File: config.mk
export PLATFORM = sky130hd
export DESIGN_NAME = dac_sample_player
export DESIGN_NICKNAME = d
export VERILOG_FILES = /design/src/rtl/dac_player_pkg.sv /design/src/rtl/pin_sync_edge.sv /design/src/rtl/dac_sample_player.sv
export SDC_FILE = /design/constraint.sdc
export NUM_CORES = 1
export LEC_CHECK = 0
export BUFFER_PORTS_ARGS = -buffer_cell sky130_fd_sc_hd__clkbuf_2
export CAP_MARGIN = 20
export CELL_PAD_IN_SITES_DETAIL_PLACEMENT = 0
export CELL_PAD_IN_SITES_GLOBAL_PLACEMENT = 1
export CORE_ASPECT_RATIO = 0.7
export CORE_MARGIN = 2
export CORE_UTILIZATION = 50
export CTS_BUF_LIST = sky130_fd_sc_hd__clkbuf_4 sky130_fd_sc_hd__clkbuf_8 sky130_fd_sc_hd__clkbuf_16
export DETAILED_ROUTE_END_ITERATION = 16
export HOLD_SLACK_MARGIN = 0.06
export PLACE_DENSITY = 0.84
export REMOVE_ABC_BUFFERS = 1
export SYNTH_ARGS = -nofsm -noshare
export SYNTH_HDL_FRONTEND = slang
export SYNTH_HIERARCHICAL = 1
export SYNTH_SLANG_ARGS = --single-unit
File: constraint.sdc
create_clock -name clk -period 3.9 [get_ports clk]
set_clock_uncertainty 0.15 [all_clocks]
set_input_delay 0.195 -clock clk [delete_from_list [all_inputs] [get_ports clk]]
set_output_delay 0.195 -clock clk [all_outputs]
set_load 0.1 [all_outputs]
File: src/rtl/dac_player_pkg.sv
// Shared constants and playback-mode encoding for the DAC sample player.
package dac_player_pkg;

    localparam logic [7:0] MIDSCALE = 8'h80;

    typedef enum logic {
        STREAM = 1'b0,
        LOOP   = 1'b1
    } mode_e;

endpackage

File: src/rtl/pin_sync_edge.sv
// Multi-flop synchroniser for a slow asynchronous pin, followed by a
// registered one-cycle rising-edge pulse.
module pin_sync_edge #(
    parameter int SYNC_STAGES = 2
) (
    input  logic clk,
    input  logic rst,
    input  logic pin,
    output logic rise
);

    logic [SYNC_STAGES-1:0] sync;
    logic                   prev;

    // NOTE: non-blocking assignments let every stage capture its neighbour's old value, so this is a real shift chain.
    always_ff @(posedge clk or posedge rst) begin
        if (rst) begin
            sync <= '0;
            prev <= 1'b0;
            rise <= 1'b0;
        end else begin
            sync <= SYNC_STAGES'({sync, pin});
            prev <= sync[SYNC_STAGES-1];
            rise <= sync[SYNC_STAGES-1] & ~prev;
        end
    end

endmodule

File: src/rtl/dac_sample_player.sv
// Byte FIFO fed from slow pins, played to the R2R DAC code bus at a
// divider-controlled rate, either consuming (stream) or rotating (loop).
module dac_sample_player
    import dac_player_pkg::*;
#(
    parameter  int DEPTH       = 16,
    parameter  int DIV_W       = 16,
    parameter  int DIV_RESET   = 999,
    parameter  int SYNC_STAGES = 2,
    localparam int PW          = $clog2(DEPTH),
    localparam int CW          = PW + 1
) (
    input  logic          clk,
    input  logic          rst,
    input  logic [7:0]    data_in,
    input  logic          wr_strobe,
    input  logic          div_load,
    input  logic          div_sel,
    input  logic          loop_en,
    input  logic          clr_flags,
    output logic [7:0]    sample_out,
    output logic          sample_stb,
    output logic [CW-1:0] fifo_count,
    output logic          fifo_full,
    output logic          fifo_empty,
    output logic          overflow,
    output logic          underrun
);

    localparam logic [CW-1:0]    FULL_COUNT = CW'(DEPTH);
    localparam logic [DIV_W-1:0] DIV_INIT   = DIV_W'(DIV_RESET);

    logic             wr_rise, div_rise;
    logic [DIV_W-1:0] reload, div_cnt;
    logic [7:0]       mem [DEPTH];
    logic [PW-1:0]    wr_ptr, rd_ptr;
    logic [CW-1:0]    count;
    logic             pending;
    mode_e            mode;
    logic             tick, pop, rotate, commit, push_ok, drop, rot_write, underrun_set;

    pin_sync_edge #(.SYNC_STAGES(SYNC_STAGES)) u_wr_sync (
        .clk  (clk),
        .rst  (rst),
        .pin  (wr_strobe),
        .rise (wr_rise)
    );

    pin_sync_edge #(.SYNC_STAGES(SYNC_STAGES)) u_div_sync (
        .clk  (clk),
        .rst  (rst),
        .pin  (div_load),
        .rise (div_rise)
    );

    // A rotation owns the shared read/write port, so a pending push waits for a free cycle.
    always_comb begin
        mode         = mode_e'(loop_en);
        tick         = (div_cnt == '0);
        pop          = tick && (mode == STREAM) && (count != '0);
        rotate       = tick && (mode == LOOP) && (count != '0);
        underrun_set = tick && (mode == STREAM) && (count == '0);
        commit       = pending && !rotate;
        push_ok      = commit && (count != FULL_COUNT);
        drop         = commit && (count == FULL_COUNT);
        rot_write    = rotate && (count != FULL_COUNT);
    end

    always_ff @(posedge clk or posedge rst) begin
        if (rst) begin
            div_cnt <= DIV_INIT;
            reload  <= DIV_INIT;
        end else begin
            div_cnt <= tick ? reload : div_cnt - DIV_W'(1);
            if (div_rise) begin
                if (div_sel) reload[DIV_W-1:8] <= (DIV_W-8)'(data_in);
                else         reload[7:0]       <= data_in;
            end
        end
    end

    always_ff @(posedge clk or posedge rst) begin
        if (rst) begin
            wr_ptr     <= '0;
            rd_ptr     <= '0;
            count      <= '0;
            pending    <= 1'b0;
            sample_out <= MIDSCALE;
            sample_stb <= 1'b0;
            overflow   <= 1'b0;
            underrun   <= 1'b0;
        end else begin
            if (commit)       pending <= 1'b0;
            else if (wr_rise) pending <= 1'b1;

            sample_stb <= pop || rotate;
            if (pop || rotate) begin
                sample_out <= mem[rd_ptr];
                rd_ptr     <= rd_ptr + PW'(1);
            end
            if (push_ok || rotate) wr_ptr <= wr_ptr + PW'(1);

            case ({push_ok, pop})
                2'b10:   count <= count + CW'(1);
                2'b01:   count <= count - CW'(1);
                default: count <= count;
            endcase

            if (drop)           overflow <= 1'b1;
            else if (clr_flags) overflow <= 1'b0;
            if (underrun_set)   underrun <= 1'b1;
            else if (clr_flags) underrun <= 1'b0;
        end
    end

    // NOTE: storage has no reset; stale entries are unreachable once the pointers return to 0.
    always_ff @(posedge clk) begin
        if (push_ok)        mem[wr_ptr] <= data_in;
        else if (rot_write) mem[wr_ptr] <= mem[rd_ptr];
    end

    assign fifo_count = count;
    assign fifo_full  = (count == FULL_COUNT);
    assign fifo_empty = (count == '0);

endmodule

==> run metrics <==
status completed; Design Area, Final 9270 um^2; Sequential Area 5490 um^2; worst max-slew margin expressed relative to the limit 33.7%; critical path's slowest cell or4b_2; Remaining DRCs 0; category of the worst setup path capture point register; R2R Setup Slk 320 ps; Hold Violations, Final 0; startpoint of the lowest-slack register-to-register path div_cnt[11]$_DFF_PP0_; number of maximum-capacitance violations 0; Placer Congestion 0.922; Avg Inst Size Synth 15.6 um^2; combinational cell fraction of total power 28.6%; Post-DRT Antenna Nets 0; crit-path max cell delay 640 ps; CTS root buf clkbuf_16; port buffer count 32; endpoint of the worst setup timing path fifo_count[4]$_DFFE_PP0P_; yosys synthesis warning count 6; commonest non-fill, non-tap cells in the layout edfxtp_1, nand2_1, dfrtp_1; Total Power Consumption 6.34 mW; standard cell core area 15500 um^2; fraction of final layout cells sized beyond drive strength 1 29.5%; internal power contribution 4.10 mW; post-layout utilization of the core 59.6%; final-report setup violation count 0; number of search-and-repair iterations in the first detailed-routing pass 6; global-route congestion overflow total 0; Leak Pwr 3.44 nW; unrepaired setup endpoints after global routing no; number of buffers on the longest clock path 2; Die Area 17000 um^2; final critical-path share of the clock period 91.8%; Row Count 38; clock network latency to the later pin of the worst-skew pair 440 ps; worst reg2reg path depth 10; dominant synthesized flop cell edfxtp_1; number of sinks on the clock net 193; flip-flop and latch count after synthesis 193; Clock transition at path regs 70 ps; area of the mapped netlist 7990 um^2; number of nets at the end of the flow 611; synthesized instance count 511; DIE WIDTH 155 um; CTS tree built; post-synthesis to final-layout area growth 16.1%; count of routing violations after the opening detailed-route iteration 444; global-route wire length before repair 25.0 mm; share of power burned in the clock network 26.7%; cell area after placement 8530 um^2; post-cts sizing count 0; part of the Yosys area used for sequential elements 68.7%; least setup slack across all paths after layout 321 ps; Crit. Startpoint div_cnt[11]$_DFF_PP0_; DR WL/cell 20.1 um; Worst Hold Class in2async; sw frac 35.3%; # diodes 0; endpoint of the worst register-to-register path fifo_count[4]$_DFFE_PP0P_; P per Cell Area 683 nW/um^2; kind of critical path reg2reg; shortest clock period the worst path allows after layout 3580 ps; data arrival time at the worst-slack endpoint 3750 ps; fillcell total 1169; number of buffers added for setup after CTS 0; Unique masters post-synth 49; number of enable flip-flop cells after synthesis 128; overall track demand over capacity in global routing 20.3%; H-Tree Depth 4; starting utilization of the core area 51.4%; Die Ht 110 um; hold buffer count at CTS 15; DP Wirelength 11.0 mm; maximum number of pins on one net before global-route repair 39; total wire length 16.1 mm; routed vias/inst 5.63; IO Pins 33; actual slew at the worst max-slew pin 987 ps; number of global-route vias before repair 4540; ordered cell list for the critical path or4_1 > or4b_4 > nor2_2 > nand2_1 > nor2_1 > ha_1 > or4b_2 > o22ai_1 > o21bai_1 > xnor2_1; Worst Setup Start Kind register; area taken by multi-input logic gates 2350 um^2; Max VDD drop 0.000506 V; required time at the endpoint of the critical path 4070 ps; fraction of power consumed by sequential logic 44.7%; DP Worst Slack 369 ps; most common library cell in the layout ignoring fill and taps edfxtp_1; Max Clock Freq 279 MHz; initial antenna violation count 0; Pins Over Slew Limit 0; count of vias placed by the detailed router 4497; Worst Hold Slack 65.4 ps; power dissipated by switching net loads 2.24 mW; Max FO, Critical Path 9; number of buffers inserted during clock tree synthesis 17; share of synthesized flip-flops with an asynchronous set or reset 33.7%
cells in the mapped netlist (all sizes together), types with 12 or more instances:
| master | instances | area [um^2] |
|---|---|---|
| xnor2 | 12 | 105 |
| nor2 | 29 | 111 |
| a21oi | 14 | 70.1 |
| nand2 | 53 | 199 |
| mux2 | 25 | 282 |
| clkbuf | 14 | 52.6 |
| dfstp | 17 | 447 |
| dfrtp | 48 | 1200 |
| inv | 15 | 56.3 |
| o21ai | 34 | 170 |
| edfxtp | 128 | 3840 |
| mux4 | 32 | 721 |
flip-flops by register name (all words and copies together), names as in the netlist:
name	cells
fifo_count	5
sample_stb	1
sample_out	8
underrun	1
u_wr_sync/rise	1
pending	1
mem	128
u_div_sync/sync	2
u_div_sync/prev	1
reload	16
u_div_sync/rise	1
overflow	1
wr_ptr	4
div_cnt	16
rd_ptr	4
u_wr_sync/sync	2
u_wr_sync/prev	1
kinds of logic after synthesis:
| kind of cell | count (synthesis) | share of synthesized area [%] |
|---|---|---|
| DFF | 193 | 68.7 |
| AOI/OAI and AO/OA | 59 | 4.29 |
| adders and majority gates | 10 | 1.57 |
| buffers and inverters | 38 | 1.85 |
| and+or+nand+nor | 124 | 7.56 |
| muxes | 67 | 13.8 |
| xor gates and xnor gates | 20 | 2.19 |
critical path: cells and delay by family (launching register included):
| kind | cells | cell delay [ps] |
|---|---|---|
| adder cells (fa/ha/maj) | 1 | 360 |
| AO/OA/AOI/OAI | 2 | 300 |
| XOR/XNOR | 1 | 120 |
| AND/OR/NAND/NOR | 6 | 2110 |
| flip-flops | 1 | 430 |
worst min path at each step:
| stage | from | endpoint | depth (start not counted) |
|---|---|---|---|
| after floorplan | rst | u_div_sync/prev$_DFF_PP0_ | 1 |
| after global placement | rst | u_wr_sync/sync[0]$_DFF_PP0_ | 2 |
| after detailed placement | rst | u_wr_sync/sync[0]$_DFF_PP0_ | 2 |
| after CTS | rst | u_wr_sync/sync[1]$_DFF_PP0_ | 3 |
| after global routing | rst | u_wr_sync/sync[0]$_DFF_PP0_ | 3 |
| final | rst | u_wr_sync/prev$_DFF_PP0_ | 3 |
power by group through the flow:
stage | Sequential, mW | Combinational [mW] | Clock, mW
6_report | 2.83 | 1.81 | 1.69
5_1_grt | 2.88 | 1.95 | 1.81
4_1_cts | 2.84 | 1.82 | 1.71
3_5_place_dp | 2.88 | 1.79 | 0
3_3_place_gp | 2.85 | 1.77 | 0
2_1_floorplan | 3.35 | 0.862 | 0
through the flow:
step | instances | TNS, ps
3_3_place_gp | 750 | 0
2_1_floorplan | 488 | -878
4_1_cts | 797 | 0
3_5_place_dp | 750 | 0
5_1_grt | 799 | 0
6_report | 799 | 0
layout make-up:
class	instances	share of cell area [%]
multi-input combinational	280	25.3
clock buffer	18	4.67
timing repair buffer	79	5.94
inverter	15	0.607
sequential	193	59.2
clock inverter	14	1.50
tap	200	2.70
per-layer routing:
layer  part of all wire (%)  up-vias  track usage [%]  wire length, um
met1                     49     2255             31.0             7810
met5                      0        -                0                0
li1                       -     2064                -                -
met2                     43      154             27.7             6830
met3                    6.9       24             5.28             1120
met4                    1.9        0             8.07              307
Power figures use the tool's default switching activity.
